$ cat config.mk
export PLATFORM = sky130hd
export DESIGN_NAME = hazard_fwd_unit
export DESIGN_NICKNAME = d
export VERILOG_FILES = /design/src/rtl/hazard_fwd_unit.sv
export SDC_FILE = /design/constraint.sdc
export NUM_CORES = 1
export LEC_CHECK = 0
export ABC_AREA = 1
export BUFFER_PORTS_ARGS = -buffer_cell sky130_fd_sc_hd__clkbuf_2
export CAP_MARGIN = 0
export CORE_MARGIN = 5
export CORE_UTILIZATION = 60
export DETAILED_ROUTE_END_ITERATION = 10
export GPL_TIMING_DRIVEN = 0
export PLACE_DENSITY = 0.92
export SLEW_MARGIN = 40
export SYNTH_ARGS = -nofsm -noshare
export SYNTH_HDL_FRONTEND = slang
export SYNTH_SLANG_ARGS = --single-unit
export TNS_END_PERCENT = 10
$ cat constraint.sdc
create_clock -name clk -period 4.2 [get_ports clk]
set_input_delay 0 -clock clk [delete_from_list [all_inputs] [get_ports clk]]
set_output_delay 0 -clock clk [all_outputs]
set_load 0.02 [all_outputs]
$ cat src/rtl/hazard_fwd_unit.sv
// Forwarding and interlock controller for the TinyRISC pipeline.
// A shift scoreboard of destination tags (slot 0 = EX ... slot DEPTH-1 = WB)
// drives per-operand forward selects, load-use stalls and branch flush windows.
module hazard_fwd_unit #(
   parameter int unsigned REG_W        = 4,
   parameter int unsigned DEPTH        = 3,
   parameter int unsigned FLUSH_CYCLES = 2,
   parameter bit          R0_ZERO      = 1'b0,
   parameter int unsigned CNT_W        = 16
) (
   input  logic             clk,
   input  logic             rst,
   input  logic             issue_valid,
   input  logic [REG_W-1:0] issue_rd,
   input  logic             issue_wb,
   input  logic             issue_is_load,
   input  logic [REG_W-1:0] issue_rs1,
   input  logic [REG_W-1:0] issue_rs2,
   input  logic             issue_use_rs1,
   input  logic             issue_use_rs2,
   input  logic             branch_taken,
   output logic [2:0]       fwd_sel_rs1,
   output logic [2:0]       fwd_sel_rs2,
   output logic             stall,
   output logic             flush,
   output logic [CNT_W-1:0] stall_cnt,
   output logic [CNT_W-1:0] flush_cnt
);

   logic [DEPTH-1:0]            slot_valid_q;
   logic [DEPTH-1:0]            slot_wb_q;
   logic [DEPTH-1:0][REG_W-1:0] slot_rd_q;
   // Only slot 0 can cause a load-use stall, so the load flag is kept for it alone.
   logic                        slot0_load_q;
   logic [2:0]                  fc_q, fc_d;
   logic [CNT_W-1:0]            stall_cnt_q, flush_cnt_q;

   logic [DEPTH-1:0] match_rs1, match_rs2;
   logic             rs1_zero, rs2_zero;
   logic             load_use;
   logic             accept;

   // Per-slot match vectors for each source operand.
   always_comb begin
      rs1_zero  = R0_ZERO && (issue_rs1 == '0);
      rs2_zero  = R0_ZERO && (issue_rs2 == '0);
      match_rs1 = '0;
      match_rs2 = '0;
      for (int k = 0; k < int'(DEPTH); k++) begin
         match_rs1[k] = issue_use_rs1 & slot_valid_q[k] & slot_wb_q[k] &
                        (slot_rd_q[k] == issue_rs1) & ~rs1_zero;
         match_rs2[k] = issue_use_rs2 & slot_valid_q[k] & slot_wb_q[k] &
                        (slot_rd_q[k] == issue_rs2) & ~rs2_zero;
      end
   end

   // Forward selects: scan oldest to youngest so the youngest match wins.
   always_comb begin
      fwd_sel_rs1 = '0;
      fwd_sel_rs2 = '0;
      for (int k = int'(DEPTH) - 1; k >= 0; k--) begin
         if (match_rs1[k]) fwd_sel_rs1 = 3'(k + 1);
         if (match_rs2[k]) fwd_sel_rs2 = 3'(k + 1);
      end
   end

   // Hazard decode: flush has priority over a load-use stall.
   always_comb begin
      load_use = issue_valid & slot0_load_q & (match_rs1[0] | match_rs2[0]);
      flush    = branch_taken | (fc_q != 3'd0);
      stall    = load_use & ~flush;
      accept   = issue_valid & ~stall & ~flush;
      if (branch_taken) begin
         fc_d = 3'(FLUSH_CYCLES - 1);
      end else if (fc_q != 3'd0) begin
         fc_d = fc_q - 3'd1;
      end else begin
         fc_d = fc_q;
      end
   end

   // Scoreboard shift: slot 0 takes the issue fields or a bubble; the last slot retires.
   always_ff @(posedge clk or negedge rst) begin
      if (!rst) begin
         slot_valid_q <= '0;
         slot_wb_q    <= '0;
         slot_rd_q    <= '0;
         slot0_load_q <= 1'b0;
      end else begin
         slot_valid_q <= {slot_valid_q[DEPTH-2:0], accept};
         slot_wb_q    <= {slot_wb_q[DEPTH-2:0], issue_wb};
         slot_rd_q    <= {slot_rd_q[DEPTH-2:0], issue_rd};
         slot0_load_q <= issue_is_load;
      end
   end

   // Flush down-counter and saturating statistics counters.
   always_ff @(posedge clk or negedge rst) begin
      if (!rst) begin
         fc_q        <= 3'd0;
         stall_cnt_q <= '0;
         flush_cnt_q <= '0;
      end else begin
         fc_q <= fc_d;
         if (stall && (stall_cnt_q != '1)) stall_cnt_q <= stall_cnt_q + 1'b1;
         if (branch_taken && (flush_cnt_q != '1)) flush_cnt_q <= flush_cnt_q + 1'b1;
      end
   end

   assign stall_cnt = stall_cnt_q;
   assign flush_cnt = flush_cnt_q;

endmodule

Word level (Yosys, flattened, before mapping)
Index checks and enable logic that the tools add are counted.
W data, S select, Z words.
Storage, ports and cells
  input port bits: 20
  output and inout bits: 40
  bits in registers: 54
Operators by class
  $add $sub $neg: 3
  muxes and demuxes: 8
  bitwise logic cells: 27
  equal/unequal tests: 8
  reductions and logical operators: 4
Operator list (count)
  $add A16 B1 Y16 const B: 2
  $ne A16 B16 Y1 const B: 2
  $eq A4 B4 Y1: 6
  $and A1 B1 Y1: 23
  $mux W2: 6
  $mux W3: 2
  $reduce_bool A3 Y1: 1
  $sub A3 B1 Y3 const B: 1
  $logic_and A1 B1 Y1: 2
  $not A1 Y1: 2
  $or A1 B1 Y1: 2
  $reduce_bool A2 Y1: 1

Depth between registers and ports, before layout
  depth after elaboration: 9
  mapped depth: 11

Least setup slack after synthesis
Ideal clock, no wire load.
  path type: register to register
  start: register flush_cnt_q[0], in the netlist flush_cnt[0]
  end: register flush_cnt_q[0], in the netlist flush_cnt[0]
  stages on the path, launching flop included: 9
  period minus slack after synthesis: 1753 ps
  buffers on the path: 1
  arrival time: 1619 ps
  data required time: 4065 ps
  setup slack: 2447 ps
  cells stage by stage: dfrtp_1 ha_1 nand3_2 nor3_4 nand2_2 nand2_2 nand2_2 buf_6 xor2_2
On the way
  longest elaborated chain between the ends: 2
RTL lines
  start: declaration: RTL line 36  | logic [CNT_W-1:0] stall_cnt_q, flush_cnt_q;
  start signal: assignment: RTL line 106  | if (branch_taken && (flush_cnt_q != '1)) flush_cnt_q <= flush_cnt_q + 1'b1;
  parallel branches: the longest is 2 deep, another holds $add A16 B1 Y16
Several ways; the timed one is not identified.
A chain may end at the register's enable or synchronous reset.

Final worst setup path
  start: register fc_q[0]
  end: output port stall
On the way
  longest elaborated chain between the ends: 4
RTL lines
  start: declaration: RTL line 35  | logic [2:0] fc_q, fc_d;
  start signal: assignment: RTL line 100  | fc_q <= 3'd0;
  start signal: assignment: RTL line 104  | fc_q <= fc_d;
  $reduce_bool A3 Y1: RTL line 70  | flush = branch_taken | (fc_q != 3'd0);
  $or A1 B1 Y1: RTL line 70
  $not A1 Y1: RTL line 71  | stall = load_use & ~flush;
  $and A1 B1 Y1: RTL line 71
  end: declaration: RTL line 24  | output logic stall,
No other way between the ends.

==> impl_metrics.py <==
metrics = {
    "status": {
        "status": "complete, no violations",
    },
    "run": {
        "maxCapViolCount": 0,
    },
    "critical_path": {
        "reg2regPathDepth": 9,
        "critPathMaxStageDelay_ns": 0.40,
        "worstSetupEndpointType": "output port",
        "crit_buf_inv": 4,
        "r2r-end": "flush_cnt[7]$_DFFE_PN0P_",
        "path_class": "reg2out",
        "crit_cells": 9,
        "cp_cell_sequence": "inv_1 > ha_1 > ha_1 > nand3_1 > nor2_1 > buf_2 > nand2_1 > inv_1 > clkbuf_2",
        "worst_r2r_startpoint": "flush_cnt[0]$_DFFE_PN0P_",
        "worstPathArrival_ns": 2.06,
        "cp_slowest_cell": "dfrtp_1",
        "required_ns": 4.20,
        "reg2reg_slack_ns": 2.32,
        "critPathLaunchType": "register",
        "crit_family": "buffers and inverters",
        "crit_fanout": 10,
    },
    "detailed_routing": {
        "avgViaCountPerCell": 5.20,
        "vias": 2953,
        "first_iter_violations": 148,
        "drc": 0,
        "first_pass_iters": 4,
        "wl_mm": 7.06,
        "wl_per_cell_um": 12.4,
        "ant_nets": 0,
    },
    "synthesis": {
        "yosys.area_share.xor_xnor_pct": 5.22,
        "synthCells": 423,
        "syn_area_per_cell_um2": 7.49,
        "yosys_register_bits": 54,
        "synthTopCellsByArea": "dfrtp_1 (43%), nand2_1 (16%), inv_1 (8.2%)",
        "synthMuxAreaShare_pct": 0,
        "seq_area_frac_synth_pct": 42.7,
        "synth_top_family_by_area": "simple AND/OR/NAND/NOR gates",
        "syn_area_um2": 3170,
        "ys_warn_count": 0,
        "synth-compound-area-share_pct": 5.85,
        "synth_adder_area_share_pct": 1.58,
        "ys_types": 31,
        "synth-simple-area-share_pct": 33.5,
        "synth_top_area_share_pct": 42.7,
        "synth_top_area_cell": "dfrtp_1",
    },
    "clock_network": {
        "htree_num_levels": 2,
        "cts_buffer_depth": 2,
        "path_clk_slew_ns": 0.10,
        "cts_setup_buffers": 0,
        "clkLatencyLatePin_ns": 0.32,
        "clockRootBuffer": "clkbuf_8",
        "cts.sinks": 54,
        "cts_tree": "done",
        "cts-resized-gates": 0,
        "cts_made_buffers": 5,
    },
    "layout": {
        "layout.nets": 521,
        "diodes": 0,
        "fill_cells": 417,
        "syn2layout_area_growth_pct": 17.9,
        "drive_above_1_share_pct": 19.3,
    },
    "placed_design": {
        "pre_cts_slack_ns": 2.36,
        "gp_congestion": 0.930,
        "hpwl_mm": 5.25,
        "port_buffers": 57,
    },
    "global_routing": {
        "antenna_found_initial": 0,
        "grt_overflow_total": 0,
        "grt_max_degree": 55,
        "grt_pass1_wl_mm": 12.0,
        "grt_use_total_pct": 22.9,
        "grt_pass1_vias": 2791,
    },
    "die": {
        "die_x_um": 82.7,
        "num_rows": 26,
        "die_y_um": 82.7,
        "die-area_um2": 6830,
        "core_um2": 5110,
        "initial_core_util_pct": 62.0,
        "pin_count": 60,
    },
    "sta": {
        "period_needed_ns": 2.06,
        "fin_crit_sh_pct": 49.1,
        "setup_viol": 0,
        "drv_slew": 0,
        "fin_skew_ns": 0.0133,
        "hold_viol": 0,
        "final.setup.worst_slack_ns": 2.14,
        "rsz0062_at_grt": "false",
        "fmax_ghz": 0.485,
        "relSlewSlack_pct": 56.2,
        "worstMarginPinSlew_ns": 0.657,
        "fin_setup_tns_ns": 0,
    },
    "hold_path": {
        "worst_hold_path_type": "in2async",
    },
    "pwr": {
        "ir_drop_v": 0.000417,
        "power_leakage_uw": 0.00201,
        "p_per_area_nw_per_um2": 353,
    },
}
-- final cells by class --
type,instances,area [um^2],share of cell area (%)
Multi-Input combinational cell,289,1470,39.4
Sequential cell,54,1350,36.2
Timing Repair Buffer,66,378,10.1
Inverter,70,263,7.04
Tap cell,70,87.6,2.35
Buffer,11,86.3,2.31
Clock buffer,6,82.6,2.21
Clock inverter,2,16.3,0.436
-- repair_timing --
item	CTS	global route
hold buffers	9	0
setup endpoints to repair	0	0
endpoints found under the hold margin	63	0
-- routing by layer --
| metal | vias to the layer above | wire length (um) | GRT usage [%] |
|---|---|---|---|
| li1 | 1466 | - | - |
| met4 | 0 | 101 | 8.82 |
| met2 | 88 | 3500 | 40.0 |
| met3 | 10 | 460 | 5.10 |
| met1 | 1389 | 2990 | 27.4 |
| met5 | - | 0 | 0 |
-- cells in the final DEF (no fill, tap or decap), drive strengths merged --
master / synthesis / routed
a211oi: 2 / 2
a21boi: 3 / 3
a21oi: 8 / 8
and3: 1 / 1
buf: 11 / 12
clkbuf: 0 / 62
clkinvlp: 0 / 1
conb: 1 / 2
dfrtp: 54 / 54
dlygate4sd3: 0 / 9
ha: 4 / 4
inv: 70 / 71
nand2: 138 / 138
nand3: 36 / 36
nand3b: 2 / 2
nand4: 22 / 22
nor2: 31 / 31
nor3: 8 / 8
o21ai: 14 / 14
xnor2: 4 / 4
xor2: 14 / 14
-- stage by stage --
| step | hold slack, ns | instance area (um^2) | util [%] | instances | power (uW) |
|---|---|---|---|---|---|
| floorplan | -0.296 | 3170 | - | 424 | 889 |
| global placement | 0.109 | 3540 | 69.4 | 551 | 984 |
| detailed placement | 0.110 | 3550 | 69.4 | 551 | 1010 |
| CTS | 0.319 | 3730 | 73.1 | 568 | 1320 |
| global route | 0.311 | 3730 | 73.1 | 568 | 1390 |
| finish | 0.251 | 3730 | 73.1 | 568 | 1320 |
-- state kept, by name, summed over array words and instances (netlist names) --
name and count:
slot_wb_q 3, fc_q 3, slot_rd_q 12, slot0_load_q 1
slot_valid_q 3, flush_cnt 16, stall_cnt 16
-- cell usage after synthesis, drive strengths merged --
library cell	n
xnor2	4
nor3	8
a211oi	2
conb	1
nand4	22
nor2	31
xor2	14
dfrtp	54
a21boi	3
nand2	138
nand3b	2
a21oi	8
ha	4
inv	70
nand3	36
and3	1
buf	11
o21ai	14
-- report_power, final --
part           switching (uW)  internal [uW]
registers                70.2            580
logic                     226            127
clock network             177            136
total                     474            844
-- logic make-up after synthesis --
family / Yosys count
AOI/OAI and AO/OA: 27
buffers and inverters: 81
adders and majority gates: 4
DFF: 54
xor gates and xnor gates: 18
and+or+nand+nor: 238
other: 1
-- worst max-delay path by stage --
stage	startpoint	end	slack, ns
final	fc_q[0]$_DFFE_PN0N_	stall	2.14
after global routing	fc_q[0]$_DFFE_PN0N_	stall	1.93
after CTS	fc_q[0]$_DFFE_PN0N_	stall	2.11
after detailed placement	flush_cnt[0]$_DFFE_PN0P_	flush_cnt[7]$_DFFE_PN0P_	2.36
after global placement	flush_cnt[0]$_DFFE_PN0P_	flush_cnt[0]$_DFFE_PN0P_	2.41
after floorplan	flush_cnt[0]$_DFFE_PN0P_	flush_cnt[0]$_DFFE_PN0P_	2.45
Power figures use the tool's default switching activity.
